--- src/rtl/pattern_timer_fsm_pkg.sv ---
// timer_pkg: shared definitions for the pattern timer.
//   state_e     - FSM state encoding (2 bits).
//   unit_cnt_w  - width of the per-unit prescaler for a given UNIT_CYCLES
//                 ($clog2 of the cycle count, never below 1 bit).
package timer_pkg;

  typedef enum logic [1:0] {
    SEARCH   = 2'd0,
    SHIFT    = 2'd1,
    COUNT    = 2'd2,
    WAIT_ACK = 2'd3
  } state_e;

  function automatic int unit_cnt_w(input int cycles);
    return (cycles <= 2) ? 1 : $clog2(cycles);
  endfunction

endpackage

--- src/rtl/pattern_timer_fsm_counter.sv ---
// unit_down_counter: loadable down-counter used as the per-unit prescaler.
//   i_clk    - clock, rising edge
//   i_rst_n  - asynchronous active-low reset (clears the value)
//   i_load   - load LOAD_VALUE (has priority over i_en)
//   i_en     - decrement by one
//   o_zero   - value is zero
//   o_value  - current value
module unit_down_counter #(
  parameter int W          = 10,
  parameter int LOAD_VALUE = 999
) (
  input  logic         i_clk,
  input  logic         i_rst_n,
  input  logic         i_load,
  input  logic         i_en,
  output logic         o_zero,
  output logic [W-1:0] o_value
);

  logic [W-1:0] r_value;

  always_ff @(posedge i_clk or negedge i_rst_n) begin
    if (!i_rst_n) begin
      r_value <= '0;
    end else if (i_load) begin
      r_value <= W'(LOAD_VALUE);
    end else if (i_en) begin
      r_value <= r_value - W'(1);
    end
  end

  assign o_zero  = (r_value == '0);
  assign o_value = r_value;

endmodule

--- src/rtl/pattern_timer_fsm.sv ---
// pattern_timer_fsm: hunts a serial stream for a start pattern, shifts in a
// DELAY_W-bit delay (MSB first), counts (delay+1)*UNIT_CYCLES clocks, then
// raises done until acknowledged (or pulses it once with AUTO_REARM=1).
//   clk      - clock, rising edge
//   reset_n  - asynchronous active-low reset
//   data     - serial input, sampled every rising edge
//   ack      - host acknowledge of done (only honoured in WAIT_ACK)
//   abort    - cancels SHIFT/COUNT, synchronous
//   count    - remaining whole units while counting, else 0
//   counting - high throughout COUNT
//   done     - high in WAIT_ACK; single-cycle pulse when AUTO_REARM=1
module pattern_timer_fsm
  import timer_pkg::*;
#(
  parameter int                 PAT_LEN     = 4,
  parameter logic [PAT_LEN-1:0] PATTERN     = 4'b1101,
  parameter int                 DELAY_W     = 4,
  parameter int                 UNIT_CYCLES = 1000,
  parameter bit                 AUTO_REARM  = 1'b0
) (
  input  logic               clk,
  input  logic               reset_n,
  input  logic               data,
  input  logic               ack,
  input  logic               abort,
  output logic [DELAY_W-1:0] count,
  output logic               counting,
  output logic               done
);

  localparam int UCW    = unit_cnt_w(UNIT_CYCLES);
  localparam int FILL_W = $clog2(PAT_LEN);
  localparam int BIT_W  = $clog2(DELAY_W + 1);

  state_e             r_state;
  logic [PAT_LEN-2:0] r_hist;
  logic [FILL_W-1:0]  r_fill;
  logic [DELAY_W-1:0] r_delay;
  logic [DELAY_W-1:0] r_count;
  logic [BIT_W-1:0]   r_bit_cnt;
  logic               r_done;

  logic               w_unit_zero;
  logic [UCW-1:0]     w_unit_value;
  logic               w_unit_load;
  logic               w_unit_en;
  logic [PAT_LEN-1:0] w_window;
  logic               w_match;
  logic [DELAY_W-1:0] w_delay_next;
  logic               w_last_bit;

  assign w_window     = {r_hist, data};
  // r_fill counts bits seen since entering SEARCH, so a pattern can only be
  // built from bits that arrived after re-entry (matters for patterns with
  // leading zeros, which a cleared history would otherwise half-satisfy).
  assign w_match      = (w_window == PATTERN) && (r_fill == FILL_W'(PAT_LEN - 1));
  assign w_delay_next = DELAY_W'({r_delay, data});
  assign w_last_bit   = (r_bit_cnt == BIT_W'(DELAY_W - 1));

  // Prescaler loads on entry to COUNT and on every unit boundary that still
  // has whole units left; otherwise it free-runs down to zero while counting.
  assign w_unit_load = !abort &&
                       ((r_state == SHIFT && w_last_bit) ||
                        (r_state == COUNT && w_unit_zero && r_count != '0));
  assign w_unit_en   = (r_state == COUNT) && (w_unit_value != '0);

  unit_down_counter #(
    .W          (UCW),
    .LOAD_VALUE (UNIT_CYCLES - 1)
  ) u_unit (
    .i_clk   (clk),
    .i_rst_n (reset_n),
    .i_load  (w_unit_load),
    .i_en    (w_unit_en),
    .o_zero  (w_unit_zero),
    .o_value (w_unit_value)
  );

  always_ff @(posedge clk or negedge reset_n) begin
    if (!reset_n) begin
      r_state   <= SEARCH;
      r_hist    <= '0;
      r_fill    <= '0;
      r_delay   <= '0;
      r_count   <= '0;
      r_bit_cnt <= '0;
      r_done    <= 1'b0;
    end else begin
      r_done <= 1'b0;
      case (r_state)
        SEARCH: begin
          if (w_match) begin
            r_state   <= SHIFT;
            r_delay   <= '0;
            r_bit_cnt <= '0;
          end else begin
            r_hist <= w_window[PAT_LEN-2:0];
            if (r_fill != FILL_W'(PAT_LEN - 1)) r_fill <= r_fill + FILL_W'(1);
          end
        end
        SHIFT: begin
          if (abort) begin
            r_state <= SEARCH;
            r_hist  <= '0;
            r_fill  <= '0;
          end else begin
            r_delay   <= w_delay_next;
            r_bit_cnt <= r_bit_cnt + BIT_W'(1);
            if (w_last_bit) begin
              r_state <= COUNT;
              r_count <= w_delay_next;
            end
          end
        end
        COUNT: begin
          if (abort) begin
            r_state <= SEARCH;
            r_count <= '0;
            r_hist  <= '0;
            r_fill  <= '0;
          end else if (w_unit_zero) begin
            if (r_count != '0) begin
              r_count <= r_count - DELAY_W'(1);
            end else begin
              r_done <= 1'b1;
              if (AUTO_REARM) begin
                r_state <= SEARCH;
                r_hist  <= '0;
                r_fill  <= '0;
              end else begin
                r_state <= WAIT_ACK;
              end
            end
          end
        end
        WAIT_ACK: begin
          if (ack) begin
            r_state <= SEARCH;
            r_hist  <= '0;
            r_fill  <= '0;
          end else begin
            r_done <= 1'b1;
          end
        end
        default: r_state <= SEARCH;
      endcase
    end
  end

  assign count    = r_count;
  assign counting = (r_state == COUNT);
  assign done     = r_done;

endmodule

--- config.mk ---
export PLATFORM = sky130hd
export DESIGN_NAME = pattern_timer_fsm
export DESIGN_NICKNAME = d
export VERILOG_FILES = /design/src/rtl/pattern_timer_fsm_pkg.sv /design/src/rtl/pattern_timer_fsm_counter.sv /design/src/rtl/pattern_timer_fsm.sv
export SDC_FILE = /design/constraint.sdc
export NUM_CORES = 1
export LEC_CHECK = 0
export ABC_AREA = 1
export BUFFER_PORTS_ARGS = -buffer_cell sky130_fd_sc_hd__clkbuf_2
export CAP_MARGIN = 20
export CORE_MARGIN = 1.5
export CORE_UTILIZATION = 30
export CTS_CLUSTER_DIAMETER = 60
export DETAILED_ROUTE_END_ITERATION = 8
export GPL_TIMING_DRIVEN = 1
export SETUP_SLACK_MARGIN = 0.15
export SYNTH_ARGS = -nofsm -noshare
export SYNTH_HDL_FRONTEND = slang
export SYNTH_SLANG_ARGS = --single-unit
--- constraint.sdc ---
create_clock -name clk -period 2.05 [get_ports clk]
set_input_delay 0.205 -clock clk [delete_from_list [all_inputs] [get_ports clk]]
set_output_delay 0.205 -clock clk [all_outputs]
set_load 0.02 [all_outputs]
Word level (Yosys, flattened, before mapping)
Cells that the tools add are included.
{"block": "totals", "ff_bits": 28, "latchBits": 0, "ram_bits": 0, "mem_bits_ro": 0, "in_bits": 5, "elab_cells": 86, "mem_count": 0}
{"block": "op_classes", "add_sub_neg": 4, "mul": 0, "n_div": 0, "order_cmp": 0, "eq_ne": 18, "n_shift": 0, "mux": 35, "bitwise_logic": 0, "n_reduce_logical": 21}
{"cell": "$mux W3", "count": 7}
{"cell": "$mux W10", "count": 2}
{"cell": "$mux W2", "count": 10}
{"cell": "$mux W4", "count": 5}
{"cell": "$ne A2 B2 Y1 const B", "count": 7}
{"cell": "$pmux W3 S2", "count": 2}
{"cell": "$logic_not A10 Y1", "count": 1}
{"cell": "$reduce_and A5 Y1", "count": 2}
{"cell": "$reduce_bool A10 Y1", "count": 1}
{"cell": "$sub A10 B1 Y10 const B", "count": 1}
{"cell": "$pmux W3 S3", "count": 1}
{"cell": "$pmux W2 S4", "count": 1}
{"cell": "$pmux W4 S2", "count": 1}
{"cell": "$eq A2 B2 Y1 const B", "count": 3}
{"cell": "$logic_and A1 B1 Y1", "count": 6}
{"cell": "$ne A3 B2 Y1 const B", "count": 2}
{"cell": "$ne A3 B3 Y1 const B", "count": 2}
{"cell": "$pmux W2 S3", "count": 1}
{"cell": "$reduce_and A3 Y1", "count": 2}
{"cell": "$reduce_bool A2 Y1", "count": 3}
{"cell": "$eq A4 B4 Y1 const B", "count": 1}
{"cell": "$mux W1", "count": 4}
{"cell": "$reduce_and A4 Y1", "count": 1}
{"cell": "$reduce_bool A4 Y1", "count": 1}
{"cell": "other kinds (11)", "count": 11}

Depth between registers and ports, before layout
{"block": "logic_depth", "depth_word": 6, "ltp_mapped": 10}

Modules after synthesis
Synthesis repeated with hierarchy kept, for this count alone.
{"block": "unflattened", "hier_cells": 225, "hier_area_um2": 1831.8}
{"module": "pattern_timer_fsm", "instances": 1, "cells_per_inst": 155, "area_each_um2": 1219.9, "seq_area_each_um2": 450.4}
{"module": "unit_down_counter", "instances": 1, "cells_per_inst": 70, "area_each_um2": 611.8, "seq_area_each_um2": 250.2}

Worst setup path before layout
OpenSTA, ideal clock, no wires.
{"block": "synth_timing", "path_kind": "flip-flop to flip-flop", "from": "register r_state[0]", "to": "register u_unit.r_value[3] (netlist: u_unit.o_value[3])", "setup_time_ns": 0.114, "arrival_ns": 1.507, "path_slack_ns": 0.429, "path_stages_with_launch": 10, "n_path_buf": 0, "cell_sequence": "dfrtp_1 > inv_1 > ha_1 > inv_2 > nor2_4 > inv_2 > nor2_2 > a21oi_4 > nand2_1 > nor2_1"}
{"block": "synth_between", "elab_chain_len": 6, "word_cells_on_any_way": 10}
{"item": "from (decl)", "line": "pattern_timer_fsm.sv:35", "text": "state_e r_state;"}
{"item": "from (signal assigned)", "line": "pattern_timer_fsm.sv:81", "text": "r_state <= SEARCH;"}
{"item": "from (signal assigned)", "line": "pattern_timer_fsm.sv:93", "text": "r_state <= SHIFT;"}
{"item": "from (signal assigned)", "line": "pattern_timer_fsm.sv:103", "text": "r_state <= SEARCH;"}
{"item": "$eq A2 B2 Y1 *"}
{"item": "via counting", "line": "pattern_timer_fsm.sv:27", "text": "output logic counting,"}
{"item": "$logic_and A1 B1 Y1 (2 in a row)", "line": "pattern_timer_fsm.sv:64", "text": "(r_state == COUNT && w_unit_zero && r_count != '0));"}
{"item": "$logic_or A1 B1 Y1", "line": "pattern_timer_fsm.sv:63", "text": "((r_state == SHIFT && w_last_bit) ||"}
{"item": "$logic_and A1 B1 Y1", "line": "pattern_timer_fsm.sv:62", "text": "assign w_unit_load = !abort &&"}
{"item": "$mux W10 or $reduce_bool A2 Y1 (tied branches)"}
{"item": "to (signal assigned)", "line": "pattern_timer_fsm_counter.sv:26", "text": "r_value <= W'(LOAD_VALUE);"}
{"item": "to (signal assigned)", "line": "pattern_timer_fsm_counter.sv:28", "text": "r_value <= r_value - W'(1);"}
{"item": "to (decl)", "line": "pattern_timer_fsm_counter.sv:20", "text": "logic [W-1:0] r_value;"}
Mark *: on every way through the listed nets, which the timed path passes. The rest lies on a longest branch.
A chain may end at the register's enable or synchronous reset.

Worst setup path in the final report
{"block": "layout_timing", "from": "register r_state[0]", "to": "output counting"}
{"block": "layout_between", "elab_chain_len": 1}
{"item": "$eq A2 B2 Y1", "line": "pattern_timer_fsm.sv:151", "text": "assign counting = (r_state == COUNT);"}
{"item": "to (decl)", "line": "pattern_timer_fsm.sv:27"}
Every way passes these cells.

==> metrics.cfg <==
[global_route]
gr-usage-met1_pct=17.5
grt_pass1_wl_um=6210
grt_pass1_vias=1371
overflow=0
grt.busiest_layer=met2
grt_start_max_net_pins=29
use_met3_pct=2.41
grt_use_total_pct=12.5
grt_antenna_before_repair=0
met2_usage_pct=19.8

[yosys]
async_reset_ff_share_pct=100
synth_common_cells=71 x nand2_1, 35 x inv_1, 28 x dfrtp_1
synthTopCellsByArea=dfrtp_1 41%, nand2_1 15%, ha_1 8.0%, inv_1 7.6%, nand3_1 7.3%
yosys_warnings=0
postSynthCellCount=235
yosysMostFrequentCell=nand2_1
avgSynthCellArea_um2=7.33
yosysTopAreaCell=dfrtp_1
synth_fp_nets=251
yosysUniqueCellTypes=21
yosysTopAreaCellShare_pct=40.7
syn_area_um2=1720
synth-main-ff-cell=dfrtp_1
synth_seq_cells=28
synth_edf_count=0
seq_area_frac_synth_pct=40.7

[pwr]
leakage_nw=1.01
irDropWorstVdd_mv=0.509
power_density_nw_per_um2=1200

[cts]
clock_path_buffers=2
clk_pin_slew_worst_paths_ns=0.10
tritoncts=built
cts_sinks=28
cts_setup_buffers=0
htree_levels=1
cts_buffers=3
worstSkewPairLatency_ns=0.28
root_buffer=clkbuf_8

[floorplan]
num_rows=27
ios=11
die_h_um=78.8
die-area_um2=6210
start_util_pct=31.1
die_w_um=78.8
core-area_um2=5540

[place]
io_buffers=10
gp_congestion=0.784
hpwlAfterDp_um=2580

[worst_hold_path]
hold_path_class=in -> reg

[critical_path]
worst_ep_required_time_ns=1.85
cp-start-kind=flop
cp_max_fo=12
critPathKind=reg -> out
crit_path_end_kind=output port
worst_ep_arrival_time_ns=1.40

[layout]
register_area_um2=701
num-fill-cells=621
nets=267
final_core_util_pct=34.9
final_layout_size_suffix_gt1_share_pct=13.2
syn2layout_area_growth_pct=12.1
multiInputGateArea_um2=876
n_antenna_cell=0

[sta]
slew_headroom_pct=52.3
min_period_ns=1.61
setup_tns_ns=0
fin_skew_ns=0.00666
hold_ws_ns=0.181
slew_violations=0
tightestPinTransition_ns=0.716
setup_violations=0
fin_crit_sh_pct=78.3
final_hold_viol_count=0
rsz0062_at_grt=false
fmax_mhz=623

[detailed_routing]
num_vias=1421
detail_route.wl_per_cell_um=10.7
ant_nets=0
viasPerCell=4.41
routed_wl_um=3440
firstDrtPassIters=4
first_iter_violations=61
drc=0

[status]
status=completed

[job]
drv_cap=0

[metrics by stage]
step	instances	area [um2]	power, mW	worst slack (ns)
after floorplan	235	1720	1.71	0.429
after global placement	317	1870	1.96	0.511
after detailed placement	317	1870	1.98	0.468
after CTS	322	1930	2.34	0.428
after global routing	322	1930	2.57	0.305
final	322	1930	2.32	0.445
[per-layer routing]
layer	wire, um	vias to the layer above
met1	1840	639
met4	23	0
li1	-	766
met3	80	2
met5	0	-
met2	1500	14
[flip-flops by register name (all words and copies together), names as in the netlist]
register	count
u_unit.o_value	10
count	4
r_delay	3
r_bit_cnt	3
done	1
r_state	2
r_hist	3
r_fill	2
[layout by cell type, fill, tap and decap left out, drive strengths merged]
master and count:
dlygate4sd3 1, ha 11, xor2 1, nand2 76, dfrtp 28, nor2 26, nand3 25, or2 1
nand4 2, a21oi 5, buf 1, o22ai 3, nand3b 2, clkbuf 14, o21ai 16, inv 38
[worst paths after layout]
| path | to | cells past startpoint | slack (ns) | from |
|---|---|---|---|---|
| setup / recovery | counting | 4 | 0.44 | r_state[0]$_DFFE_PN0P_ |
| hold reg to reg | r_bit_cnt[1]$_DFFE_PN0P_ | 2 | 0.49 | r_bit_cnt[1]$_DFFE_PN0P_ |
| setup reg to reg | u_unit.o_value[4]$_DFFE_PN0P_ | 9 | 0.45 | r_state[0]$_DFFE_PN0P_ |
| max in group asynchronous | u_unit.o_value[1]$_DFFE_PN0P_ | 2 | 1.10 | reset_n |
| min in group asynchronous | count[3]$_DFFE_PN0P_ | 2 | 0.50 | reset_n |
| hold / removal | r_hist[0]$_DFFE_PN0P_ | 3 | 0.18 | data |
[layout make-up]
cell class                 instances  share of cell area [%]
multi-input combinational        168                    45.3
tap                               72                    4.66
sequential                        28                    36.3
clock buffer                       4                    2.85
timing repair buffer              12                    3.50
inverter                          38                    7.38
[report_power, final]
group / switching (mW) / internal [mW] / total, mW / leakage, nW
Clock: 0.181 / 0.172 / 0.353 / 0.0288
Combinational: 0.669 / 0.377 / 1.05 / 0.630
Sequential: 0.166 / 0.753 / 0.920 / 0.349
Total: 1.02 / 1.30 / 2.32 / 1.01
[repair_timing]
action | CTS | global route
gates resized for setup | 0 | 0
hold buffers | 1 | 0
endpoints found under the hold margin | 28 | 0
[worst max-delay path, stage by stage (launching register included)]
cell	delay, ns
dfrtp_1	0.42
inv_1	0.11
ha_1	0.19
buf_4	0.20
clkbuf_2	0.19
[kinds of logic after synthesis]
group / after synthesis / synth area share [%]
flip-flops: 28 / 40.7
AND/OR/NAND/NOR: 132 / 34.5
adder cells (fa/ha/maj): 11 / 7.99
AO/OA/AOI/OAI: 24 / 7.84
XOR/XNOR: 1 / 0.508
buffers and inverters: 39 / 8.50
No activity file was read; power rests on OpenSTA's default activity.
